===== src/rtl/mem_access_unit_pkg.sv =====
// -----------------------------------------------------------------------------
// mem_access_unit_pkg
//   Shared definitions for the load/store stage.
//   - MEMOP_* encodings of the 3-bit memory operation. The instruction
//     controller uses the same encodings.
//   - Access-size enum and small decode helpers, used by the alignment
//     logic so that the op encoding is decoded in one place only.
// -----------------------------------------------------------------------------
package mem_access_unit_pkg;

  localparam logic [2:0] MEMOP_LW  = 3'd0;
  localparam logic [2:0] MEMOP_LH  = 3'd1;
  localparam logic [2:0] MEMOP_LHU = 3'd2;
  localparam logic [2:0] MEMOP_LB  = 3'd3;
  localparam logic [2:0] MEMOP_LBU = 3'd4;
  localparam logic [2:0] MEMOP_SW  = 3'd5;
  localparam logic [2:0] MEMOP_SH  = 3'd6;
  localparam logic [2:0] MEMOP_SB  = 3'd7;

  typedef enum logic [1:0] {
    SZ_BYTE = 2'd0,
    SZ_HALF = 2'd1,
    SZ_WORD = 2'd2
  } size_e;

  function automatic size_e op_size(input logic [2:0] op);
    case (op)
      MEMOP_LW, MEMOP_SW:            op_size = SZ_WORD;
      MEMOP_LH, MEMOP_LHU, MEMOP_SH: op_size = SZ_HALF;
      default:                       op_size = SZ_BYTE;
    endcase
  endfunction

  function automatic logic op_is_store(input logic [2:0] op);
    op_is_store = (op == MEMOP_SW) || (op == MEMOP_SH) || (op == MEMOP_SB);
  endfunction

  // Only LB and LH sign-extend; LBU/LHU zero-extend, LW needs no extension.
  function automatic logic op_is_signed(input logic [2:0] op);
    op_is_signed = (op == MEMOP_LB) || (op == MEMOP_LH);
  endfunction

endpackage


===== src/rtl/mem_access_unit_align.sv =====
// -----------------------------------------------------------------------------
// lsu_align
//   Purely combinational lane logic for one memory access.
//   Ports:
//     i_op        memory operation (MEMOP_*)
//     i_lane      address bits [1:0] of the access
//     i_wdata     raw store data (rt)
//     i_rdata     word returned by the bus
//     o_be        byte enables for the bus
//     o_misalign  access is not naturally aligned for its size
//     o_wdata     store data replicated onto every lane it may land in
//     o_rdata     selected load lane, sign/zero extended to 32 bits
//   BIG_ENDIAN mirrors the lane index (k -> 3-k) for both enables and
//   load selection; replicated store data needs no mirroring.
// -----------------------------------------------------------------------------
module lsu_align
  import mem_access_unit_pkg::*;
#(
  parameter bit BIG_ENDIAN = 1'b0
) (
  input  logic [2:0]  i_op,
  input  logic [1:0]  i_lane,
  input  logic [31:0] i_wdata,
  input  logic [31:0] i_rdata,
  output logic [3:0]  o_be,
  output logic        o_misalign,
  output logic [31:0] o_wdata,
  output logic [31:0] o_rdata
);

  size_e       w_size;
  logic        w_signed;
  logic [1:0]  w_byte_lane;
  logic        w_hi_half;
  logic [7:0]  w_byte;
  logic [15:0] w_half;

  assign w_size      = op_size(i_op);
  assign w_signed    = op_is_signed(i_op);
  assign w_byte_lane = i_lane ^ {2{BIG_ENDIAN}};
  assign w_hi_half   = i_lane[1] ^ BIG_ENDIAN;
  assign w_byte      = i_rdata[{w_byte_lane, 3'b000} +: 8];
  assign w_half      = w_hi_half ? i_rdata[31:16] : i_rdata[15:0];

  // NOTE: every output gets a default before the case so no path can leave
  // one unassigned, which would otherwise infer a latch.
  always_comb begin
    o_be       = 4'b1111;
    o_misalign = 1'b0;
    o_wdata    = i_wdata;
    o_rdata    = i_rdata;
    case (w_size)
      SZ_BYTE: begin
        o_be    = 4'b0001 << w_byte_lane;
        o_wdata = {4{i_wdata[7:0]}};
        o_rdata = {{24{w_signed & w_byte[7]}}, w_byte};
      end
      SZ_HALF: begin
        o_be       = w_hi_half ? 4'b1100 : 4'b0011;
        o_misalign = i_lane[0];
        o_wdata    = {2{i_wdata[15:0]}};
        o_rdata    = {{16{w_signed & w_half[15]}}, w_half};
      end
      default: begin
        o_misalign = |i_lane;
      end
    endcase
  end

endmodule


===== src/rtl/mem_access_unit.sv =====
// -----------------------------------------------------------------------------
// mem_access_unit
//   Load/store stage behind the ALU. Runs one valid/ack bus access per
//   load/store, stalls the core until it completes, and returns extended
//   load data plus misalignment / timeout flags with a one-cycle done pulse.
//   Ports:
//     clk, rst            clock; synchronous active-high reset
//     op_valid, mem_op    instruction is a load/store, and which one
//     addr, wdata         effective address (ALU result), store data (rt)
//     stall               hold PC / suppress write-back (combinational)
//     done                one-cycle completion pulse
//     rdata               extended load result (0 for stores and errors)
//     addr_err, bus_err   misaligned access / bus timeout, valid with done
//     bus_req/we/addr/be/wdata   request side of the memory bus
//     bus_ack, bus_rdata         response side of the memory bus
// -----------------------------------------------------------------------------
module mem_access_unit
  import mem_access_unit_pkg::*;
#(
  parameter int BIG_ENDIAN     = 0,
  parameter int TIMEOUT_CYCLES = 255,
  parameter int TO_W           = 8
) (
  input  logic        clk,
  input  logic        rst,
  input  logic        op_valid,
  input  logic [2:0]  mem_op,
  input  logic [31:0] addr,
  input  logic [31:0] wdata,
  output logic        stall,
  output logic        done,
  output logic [31:0] rdata,
  output logic        addr_err,
  output logic        bus_err,
  output logic        bus_req,
  output logic        bus_we,
  output logic [31:0] bus_addr,
  output logic [3:0]  bus_be,
  output logic [31:0] bus_wdata,
  input  logic        bus_ack,
  input  logic [31:0] bus_rdata
);

  typedef enum logic [1:0] {
    ST_IDLE = 2'd0,
    ST_REQ  = 2'd1,
    ST_DONE = 2'd2
  } state_e;

  localparam logic            TO_EN   = (TIMEOUT_CYCLES != 0);
  // Counter value seen in the last permitted REQ cycle (counter starts at 0).
  localparam logic [TO_W-1:0] TO_LAST = TO_W'(TIMEOUT_CYCLES - 1);

  state_e r_state;
  state_e w_next_state;

  logic [2:0]      r_op;
  logic [1:0]      r_lane;
  logic            r_we;
  logic [31:0]     r_addr;
  logic [3:0]      r_be;
  logic [31:0]     r_wdata;
  logic [TO_W-1:0] r_to_cnt;
  logic            r_done;
  logic            r_addr_err;
  logic            r_bus_err;
  logic [31:0]     r_rdata;

  logic            w_idle;
  logic [2:0]      w_sel_op;
  logic [1:0]      w_sel_lane;
  logic [3:0]      w_be;
  logic            w_misalign;
  logic [31:0]     w_wdata;
  logic [31:0]     w_fmt_rdata;
  logic            w_timeout;
  logic            w_stall;
  logic            w_bus_req;

  // In IDLE the aligner decodes the incoming op; afterwards it works on the
  // latched op so load formatting sees the access that is actually in flight.
  assign w_idle     = (r_state == ST_IDLE);
  assign w_sel_op   = w_idle ? mem_op : r_op;
  assign w_sel_lane = w_idle ? addr[1:0] : r_lane;
  assign w_timeout  = TO_EN && (r_to_cnt == TO_LAST);

  lsu_align #(
    .BIG_ENDIAN (BIG_ENDIAN != 0)
  ) u_align (
    .i_op       (w_sel_op),
    .i_lane     (w_sel_lane),
    .i_wdata    (wdata),
    .i_rdata    (bus_rdata),
    .o_be       (w_be),
    .o_misalign (w_misalign),
    .o_wdata    (w_wdata),
    .o_rdata    (w_fmt_rdata)
  );

  // NOTE: sequential state uses non-blocking assignments so every register
  // samples the pre-edge values regardless of statement order.
  always_ff @(posedge clk) begin
    if (rst) r_state <= ST_IDLE;
    else     r_state <= w_next_state;
  end

  always_comb begin
    w_next_state = r_state;
    w_stall      = 1'b0;
    w_bus_req    = 1'b0;
    case (r_state)
      ST_IDLE: begin
        if (op_valid) begin
          w_stall      = !rst;
          w_next_state = w_misalign ? ST_DONE : ST_REQ;
        end
      end
      ST_REQ: begin
        w_stall   = 1'b1;
        w_bus_req = 1'b1;
        if (bus_ack || w_timeout) w_next_state = ST_DONE;
      end
      ST_DONE: w_next_state = ST_IDLE;
      default: w_next_state = ST_IDLE;
    endcase
  end

  // Access latches, timeout counter and the DONE-cycle result registers.
  // Result registers default to 0 each cycle so they are only non-zero
  // during the single DONE cycle.
  always_ff @(posedge clk) begin
    if (rst) begin
      r_op       <= MEMOP_LW;
      r_lane     <= 2'b00;
      r_we       <= 1'b0;
      r_addr     <= 32'h0;
      r_be       <= 4'h0;
      r_wdata    <= 32'h0;
      r_to_cnt   <= '0;
      r_done     <= 1'b0;
      r_addr_err <= 1'b0;
      r_bus_err  <= 1'b0;
      r_rdata    <= 32'h0;
    end else begin
      r_done     <= 1'b0;
      r_addr_err <= 1'b0;
      r_bus_err  <= 1'b0;
      r_rdata    <= 32'h0;
      case (r_state)
        ST_IDLE: begin
          if (op_valid) begin
            if (w_misalign) begin
              r_done     <= 1'b1;
              r_addr_err <= 1'b1;
            end else begin
              r_op     <= mem_op;
              r_lane   <= addr[1:0];
              r_we     <= op_is_store(mem_op);
              r_addr   <= {addr[31:2], 2'b00};
              r_be     <= w_be;
              r_wdata  <= w_wdata;
              r_to_cnt <= '0;
            end
          end
        end
        ST_REQ: begin
          if (bus_ack) begin
            r_done  <= 1'b1;
            r_rdata <= r_we ? 32'h0 : w_fmt_rdata;
          end else if (w_timeout) begin
            r_done    <= 1'b1;
            r_bus_err <= 1'b1;
          end else if (TO_EN) begin
            r_to_cnt <= r_to_cnt + TO_W'(1);
          end
        end
        default: ;
      endcase
    end
  end

  assign stall     = w_stall;
  assign done      = r_done;
  assign rdata     = r_rdata;
  assign addr_err  = r_addr_err;
  assign bus_err   = r_bus_err;
  assign bus_req   = w_bus_req;
  assign bus_we    = r_we;
  assign bus_addr  = r_addr;
  assign bus_be    = r_be;
  assign bus_wdata = r_wdata;

endmodule


===== config.mk =====
export PLATFORM = sky130hd
export DESIGN_NAME = mem_access_unit
export DESIGN_NICKNAME = d
export VERILOG_FILES = /design/src/rtl/mem_access_unit_pkg.sv /design/src/rtl/mem_access_unit_align.sv /design/src/rtl/mem_access_unit.sv
export SDC_FILE = /design/constraint.sdc
export NUM_CORES = 1
export LEC_CHECK = 0
export BUFFER_PORTS_ARGS = -buffer_cell sky130_fd_sc_hd__buf_2
export CELL_PAD_IN_SITES_DETAIL_PLACEMENT = 1
export CELL_PAD_IN_SITES_GLOBAL_PLACEMENT = 1
export CORE_AREA = 5 5 119 149
export DETAILED_ROUTE_END_ITERATION = 7
export DIE_AREA = 0 0 124 154
export PLACE_DENSITY = 0.85
export SLEW_MARGIN = 15
export SYNTH_ARGS = -nofsm -noshare
export SYNTH_HDL_FRONTEND = slang
export SYNTH_SLANG_ARGS = --single-unit

===== constraint.sdc =====
create_clock -name clk -period 2.6 [get_ports clk]
set_input_delay 0.26 -clock clk [delete_from_list [all_inputs] [get_ports clk]]
set_output_delay 0.26 -clock clk [all_outputs]
set_load 0.05 [all_outputs]

==> Yosys cells after proc, flatten, opt, wreduce, memory -nomap -nowiden <==
Cells that the tools add are included.
{ "word_totals": {"inputBits": 103, "ram_bits": 0, "latch_bits": 0, "elab_cells": 81, "memories": 0, "ff_bits": 117, "rom_bits": 0, "output_inout_bits": 106} }
{ "classes": {"n_shift": 2, "n_reduce_logical": 18, "n_mux": 26, "mul": 0, "n_addsub": 1, "bitwise": 6, "magnitude_cmp": 0, "eq_ne": 16, "div_mod_pow": 0} }
{ "op_table": {"columns": ["op", "n"], "rows": [
  ["$pmux W32 S2", 2],
  ["$mux W8", 4],
  ["$shiftx A32 B6 Y8", 1],
  ["$mux W16", 1],
  ["$pmux W8 S2", 1],
  ["$eq A3 B3 Y1 const B", 5],
  ["$ne A2 B2 Y1 const B", 5],
  ["$add A8 B1 Y8 const B", 1],
  ["$eq A8 B8 Y1 const B", 1],
  ["$mux W2", 4],
  ["$pmux W2 S2", 2],
  ["$pmux W4 S2", 1],
  ["$eq A3 B2 Y1 const B", 2],
  ["$mux W1", 6],
  ["$pmux W1 S2", 3],
  ["$reduce_or A2 Y1", 3],
  ["$reduce_or A3 Y1", 2],
  ["$reduce_and A5 Y1", 1],
  ["$eq A2 B1 Y1 const B", 2],
  ["$logic_not A2 Y1", 2],
  ["$logic_or A1 B1 Y1", 4],
  ["$mux W4", 1],
  ["$not A1 Y1", 4],
  ["$reduce_or A4 Y1", 1],
  ["9 further kinds", 10]
]} }

==> Longest topological paths before layout <==
{ "logic_depth": {"word_depth": 10, "depth_mapped": 10, "depth_no_buf": 7} }

==> By module <==
From an unflattened synthesis, not the netlist that was laid out.
{ "hier_totals": {"hier_cells": 718, "hier_area_um2": 6119.6} }
{ "modules_own_cells": {"columns": ["module", "instances", "seq_area_each_um2", "area_per_inst_um2", "cells_each"], "rows": [
  ["mem_access_unit", 1, 2342.2, 4192.8, 468],
  ["lsu_align", 1, 0.0, 1926.8, 250]
]} }

==> Worst setup path after synthesis <==
No wires, ideal clock.
{ "synth_timing": {"kind": "flip-flop to flip-flop", "start": "register r_state[0]", "end": "register r_rdata[21] (netlist: rdata[21])", "stages_incl_launch_ff": 9, "required_time_ns": 2.468, "setup_time_ns": 0.132, "n_path_buf": 2, "synth_period_minus_slack_ns": 2.530, "setup_slack_ns": 0.070, "arrival_time_ns": 2.398, "path_cell_list": "dfxtp_1 -> buf_2 -> nor2_2 -> mux2i_2 -> mux4_2 -> and2_1 -> o21ai_2 -> buf_2 -> a21oi_1"} }
{ "synth_between": {"elab_chain_len": 7, "word_cells_on_any_way": 23, "cone_classes": "7 x eq/ne; 1 x shift; 5 x mux; 3 x bitwise; 7 x reduce/logical"} }
{ "synth_rtl": {"columns": ["element", "line_no", "source"], "rows": [
  ["from (decl)", "mem_access_unit.sv:54", "state_e r_state;"],
  ["from (signal assigned)", "mem_access_unit.sv:104", "else r_state <= w_next_state;"],
  ["parallel branches: the longest is 7 deep, another holds $shiftx A32 B6 Y8", null, null],
  ["to (signal assigned)", "mem_access_unit.sv:169", "r_rdata <= r_we ? 32'h0 : w_fmt_rdata;"],
  ["to (decl)", "mem_access_unit.sv:67", "logic [31:0] r_rdata;"]
]} }
Parallel ways; which one is timed is not known.
A chain may end at the register's enable or synchronous reset.

==> Worst setup path in the final report <==
{ "layout_timing": {"start": "register r_state[0]", "end": "register r_wdata[8] (netlist: bus_wdata[8])"} }
{ "layout_between": {"elab_chain_len": 9, "word_cells_on_any_way": 18, "cone_classes": "5 x eq/ne; 5 x mux; 1 x bitwise; 7 x reduce/logical"} }
{ "layout_rtl": {"columns": ["element", "line_no", "source"], "rows": [
  ["$logic_not A2 Y1 (*)", "mem_access_unit.sv:82, mem_access_unit.sv:149", null],
  ["$mux W3", "mem_access_unit.sv:83", "assign w_sel_op = w_idle ? mem_op : r_op;"],
  ["$eq A3 B2 Y1 (tied with other cells)", "mem_access_unit_pkg.sv:27", "case (op)"],
  ["$reduce_or A3 Y1 or $reduce_or A2 Y1 (tied branches)", "mem_access_unit_pkg.sv:27", null],
  ["$pmux W2 S2", "mem_access_unit_pkg.sv:27", null],
  ["$eq A2 B1 Y1 or $logic_not A2 Y1 (tied branches)", "mem_access_unit_align.sv:52", "case (w_size)"],
  ["$pmux W1 S2", "mem_access_unit_align.sv:52", null],
  ["$not A1 Y1 (no line)", null, null],
  ["$reduce_and A3 Y1 (no line)", null, null],
  ["to (signal assigned)", "mem_access_unit.sv:161", "r_wdata <= w_wdata;"],
  ["to (decl)", "mem_access_unit.sv:62", "logic [31:0] r_wdata;"]
]} }
Mark *: on every way between the ends. The rest lies on a longest branch, timed or not.

==> out/results.md <==
| Parameter | Reported |
|---|---|
| Number of top-level design ports | 209 |
| Number of port buffers | 206 |
| Result of the run | finished clean |
| Area fraction in compound gates after synthesis | 23.3% |
| Clock share of power | 36.3% |
| Crit path max fanout | 49 |
| Maximum number of pins on one net before global-route repair | 99 |
| Antenna violations before repair | 1 |
| DR pass1 iterations | 4 |
| Clock tree from TritonCTS | yes |
| Number of cells traversed by the worst hold path | 2 |
| FF-to-FF setup slack | 0.13 ns |
| Share of the yosys chip area belonging to registers | 47.7% |
| Setup_tns | 0 ns |
| Antenna Nets Post-Route | 0 |
| Initial DRC count | 188 |
| Post-synthesis share of cell area spent on xor and xnor gates | 0.178% |
| Headroom to the max-slew limit | 51.1% |
| Required time of the critical path | 2.85 ns |
| Simple logic cell fraction of the synthesized area | 17.0% |
| Slew at the pin with the worst max-slew slack | 0.733 ns |
| Combinational share of power | 32.7% |
| Final net count | 902 |
| Count of buffer and inverter cells on the critical path | 2 |
| Endpoint class of the critical path | flip-flop |
| Multiplexer area fraction after synthesis | 6.32% |
| Number of buffers on the longest clock path | 2 |
| Post-route clock skew | 0.0135 ns |
| Setup Viol. Count Final | 0 |
| Post-layout min period | 2.47 ns |
| Clock Pin Slew Worst Setup and Hold Paths | 0.05 ns |
| Syn_area_per_cell | 8.42 µm² |
| Combinational family with the most area after synthesis | compound AO/OA/AOI/OAI gates |
| Drt via density | 5.08 |
| Critical hold path startpoint | bus_ack |
| Critical path cell sequence | or4b_1 > o21a_1 > and3_2 > a221oi_4 > buf_4 > buf_8 > a211oi_1 |
| Global-route wire length before repair | 27,400 µm |
| Average routed wire per standard cell | 17.9 µm |
| RSZ-0062 raised after global routing | false |
| Number of standard cells after synthesis | 583 |
| Worst setup SP type | flip-flop |
| Portion of total power attributed to sequential cells | 31.0% |
| Type of the worst min-delay path | primary input to flip-flop |
| Number of global-route vias before repair | 5,297 |
| Routability cong. | 0.859 |
| Total wire length after detailed routing | 18,400 µm |
| Detail Placement HPWL | 13,100 µm |
| Die width | 124 µm |
| Leading cell type in the layout, fill and taps excluded | sky130_fd_sc_hd__buf_2 |
| Fraction of synthesis flops using an asynchronous set or reset pin | 0% |
| Core area | 16,100 µm² |
| Clock H-tree levels | 4 |
| Synth warnings | 0 |
| Distinct cell type count of the synthesized netlist | 53 |
| Post-synth top flop | sky130_fd_sc_hd__dfxtp_1 |
| Worst voltage drop across the vdd grid | 0.439 mV |
| Area after detailed placement | 6260 µm² |
| Max-cap viol count | 0 |
| Total clock buffers created by CTS | 17 |
| Cell area power density | 975 nW/µm² |
| Endpoint of the worst hold path | bus_err |
| Internal Pwr Total | 4210 µW |
| CP Data Arrival Time | 2.72 ns |
| Final worst-path cycle share | 95.1% |
| Startpoint of the worst register-to-register path | r_state[0] |
| Cell area after layout | 6950 µm² |
| Clock insertion delay at the later pin of the skew report | 0.42 ns |
| Inserted Diodes | 0 |
| Flip-flop and latch count after synthesis | 117 |
| Layout-stage area growth over the synthesis result | 41.6% |
| Count of endpoints failing hold in the final timing report | 0 |
| Row Count | 52 |
| Maximum clock frequency | 405 MHz |
| Switching power as a share of total power | 37.9% |
| Total global routing track utilization | 18.2% |
| Peak per-stage delay on the critical path | 0.57 ns |
| Final Max Slew Viols | 0 |
| Arithmetic-cell share of the synthesized area counting full adders, half adders and majority gates | 0.510% |
| Fraction of final layout cells with drive strength greater than 1 | 35.9% |
| Most frequent cells in the layout | sky130_fd_sc_hd__buf_2 (206), sky130_fd_sc_hd__dfxtp_1 (117), sky130_fd_sc_hd__nand2_1 (116), sky130_fd_sc_hd__a21oi_1 (98), sky130_fd_sc_hd__nor2_1 (35) |
| Die area | 19,100 µm² |
| Number of enable-type register cells in the synthesized netlist | 0 |
| Depth of the worst register-to-register path | 7 |
| Overall die height | 154 µm |
| Static leakage power | 0.00311 µW |
| Netlist Area Pre-Place | 4910 µm² |
| Sum of overflow across all layers after global routing | 0 |
| Crit Reg-Reg Endpoint | bus_wdata[8] |
| Family of cells with the greatest summed delay on the critical path | simple AND/OR/NAND/NOR gates |
| Final total power | 6770 µW |
| DRC violations left | 0 |
| Startpoint-to-endpoint class of the critical path | flip-flop to flip-flop |
| Total number of clock tree sinks | 117 |
| Clock Root Buffer | sky130_fd_sc_hd__clkbuf_16 |
| Standard cell with the maximum stage delay on the critical path | sky130_fd_sc_hd__or4b_1 |
| Switching power total | 2560 µW |
| Initial core utilization | 30.5% |
| Number of vias in the routed layout | 5,208 |
| Critical path launch point | r_state[0] |
Yosys cell counts (all sizes together) (3+ instances only):
cell | count | area, µm²
dfxtp | 117 | 2340
nand2 | 116 | 435
a21oi | 99 | 495
nor2 | 36 | 138
clkbuf | 26 | 97.6
mux2i | 25 | 254
a211oi | 23 | 173
buf | 22 | 114
o21ai | 15 | 78.8
nand3 | 10 | 50.1
a222oi | 8 | 80.1
a22oi | 8 | 60.1
a31oi | 8 | 50.1
o31ai | 8 | 60.1
inv | 7 | 26.3
nor3 | 4 | 20.0
or3 | 4 | 25.0
and3 | 3 | 18.8
mux2 | 3 | 33.8
nor4b | 3 | 26.3
o211ai | 3 | 22.5
sequential cells by signal, indices dropped and copies added (netlist names):
register,cells
r_op,3
r_state,2
bus_we,1
bus_wdata,32
r_lane,2
done,1
r_to_cnt,8
rdata,32
bus_be,4
bus_err,1
bus_addr,30
addr_err,1
power by group through the flow:
stage	sequential (µW)	combinational (µW)	clock, µW
floorplan	2730	899	0
global placement	2130	2120	0
detailed placement	2140	2150	0
CTS	2100	2160	2520
global route	2120	2380	2610
finish	2100	2220	2450
worst max path at each step:
stage | to | slack, ns | cells after the start
2_1_floorplan | rdata[21] | 0.07 | 8
3_3_place_gp | bus_be[0] | 0.13 | 8
3_5_place_dp | bus_wdata[8] | 0.07 | 8
4_1_cts | bus_wdata[8] | 0.06 | 7
5_1_grt | bus_addr[29] | 0.0003 | 8
6_report | bus_wdata[8] | 0.13 | 7
routing by layer:
| metal | up-vias | routed length (µm) | global-route usage [%] |
|---|---|---|---|
| li1 | 2504 | - | - |
| met1 | 2501 | 7010 | 19.0 |
| met2 | 172 | 9460 | 32.4 |
| met3 | 29 | 1480 | 6.73 |
| met4 | 2 | 418 | 7.10 |
| met5 | - | 13 | 0 |
repair_timing:
item,4_1_cts,5_1_grt
setup endpoints to repair,0,36
setup buffers,0,3
endpoints found under the hold margin,0,0
hold buffers,0,0
resized for setup,0,8
final cells by class:
type | instances | area (µm²)
Fill cell | 2006 | 9120
Timing Repair Buffer | 242 | 1340
Tap cell | 216 | 270
Clock buffer | 18 | 439
Clock inverter | 14 | 175
Multi-Input combinational cell | 412 | 2360
Sequential cell | 117 | 2340
Inverter | 7 | 26.3
cells by family after synthesis:
kind of cell             Yosys count
AND/OR/NAND/NOR                  193
AO/OA/AOI/OAI                    185
flip-flops                       117
buffers and inverters             55
multiplexers                      29
adder cells (fa/ha/maj)            2
other                              1
XOR/XNOR                           1
worst reg2reg max path, cell delays in order, from the launching register on:
cell	delay (ns)
sky130_fd_sc_hd__dfxtp_1	0.35
sky130_fd_sc_hd__or4b_1	0.57
sky130_fd_sc_hd__o21a_1	0.18
sky130_fd_sc_hd__and3_2	0.28
sky130_fd_sc_hd__a221oi_4	0.28
sky130_fd_sc_hd__buf_4	0.19
sky130_fd_sc_hd__buf_8	0.30
sky130_fd_sc_hd__a211oi_1	0.17
through the flow:
stage / utilization (%) / hold slack, ns / cells / setup WS (ns)
final: 43.2 / 0.0642 / 1026 / 0.128
after CTS: 42.8 / 0.0437 / 1021 / 0.0621
after detailed placement: 39.0 / 0.444 / 989 / 0.0674
after global placement: 39.0 / 0.439 / 989 / 0.126
after global routing: 43.2 / 0.0605 / 1026 / 0.000264
after floorplan: - / 0.337 / 584 / 0.0696
Power figures use the tool's default switching activity.
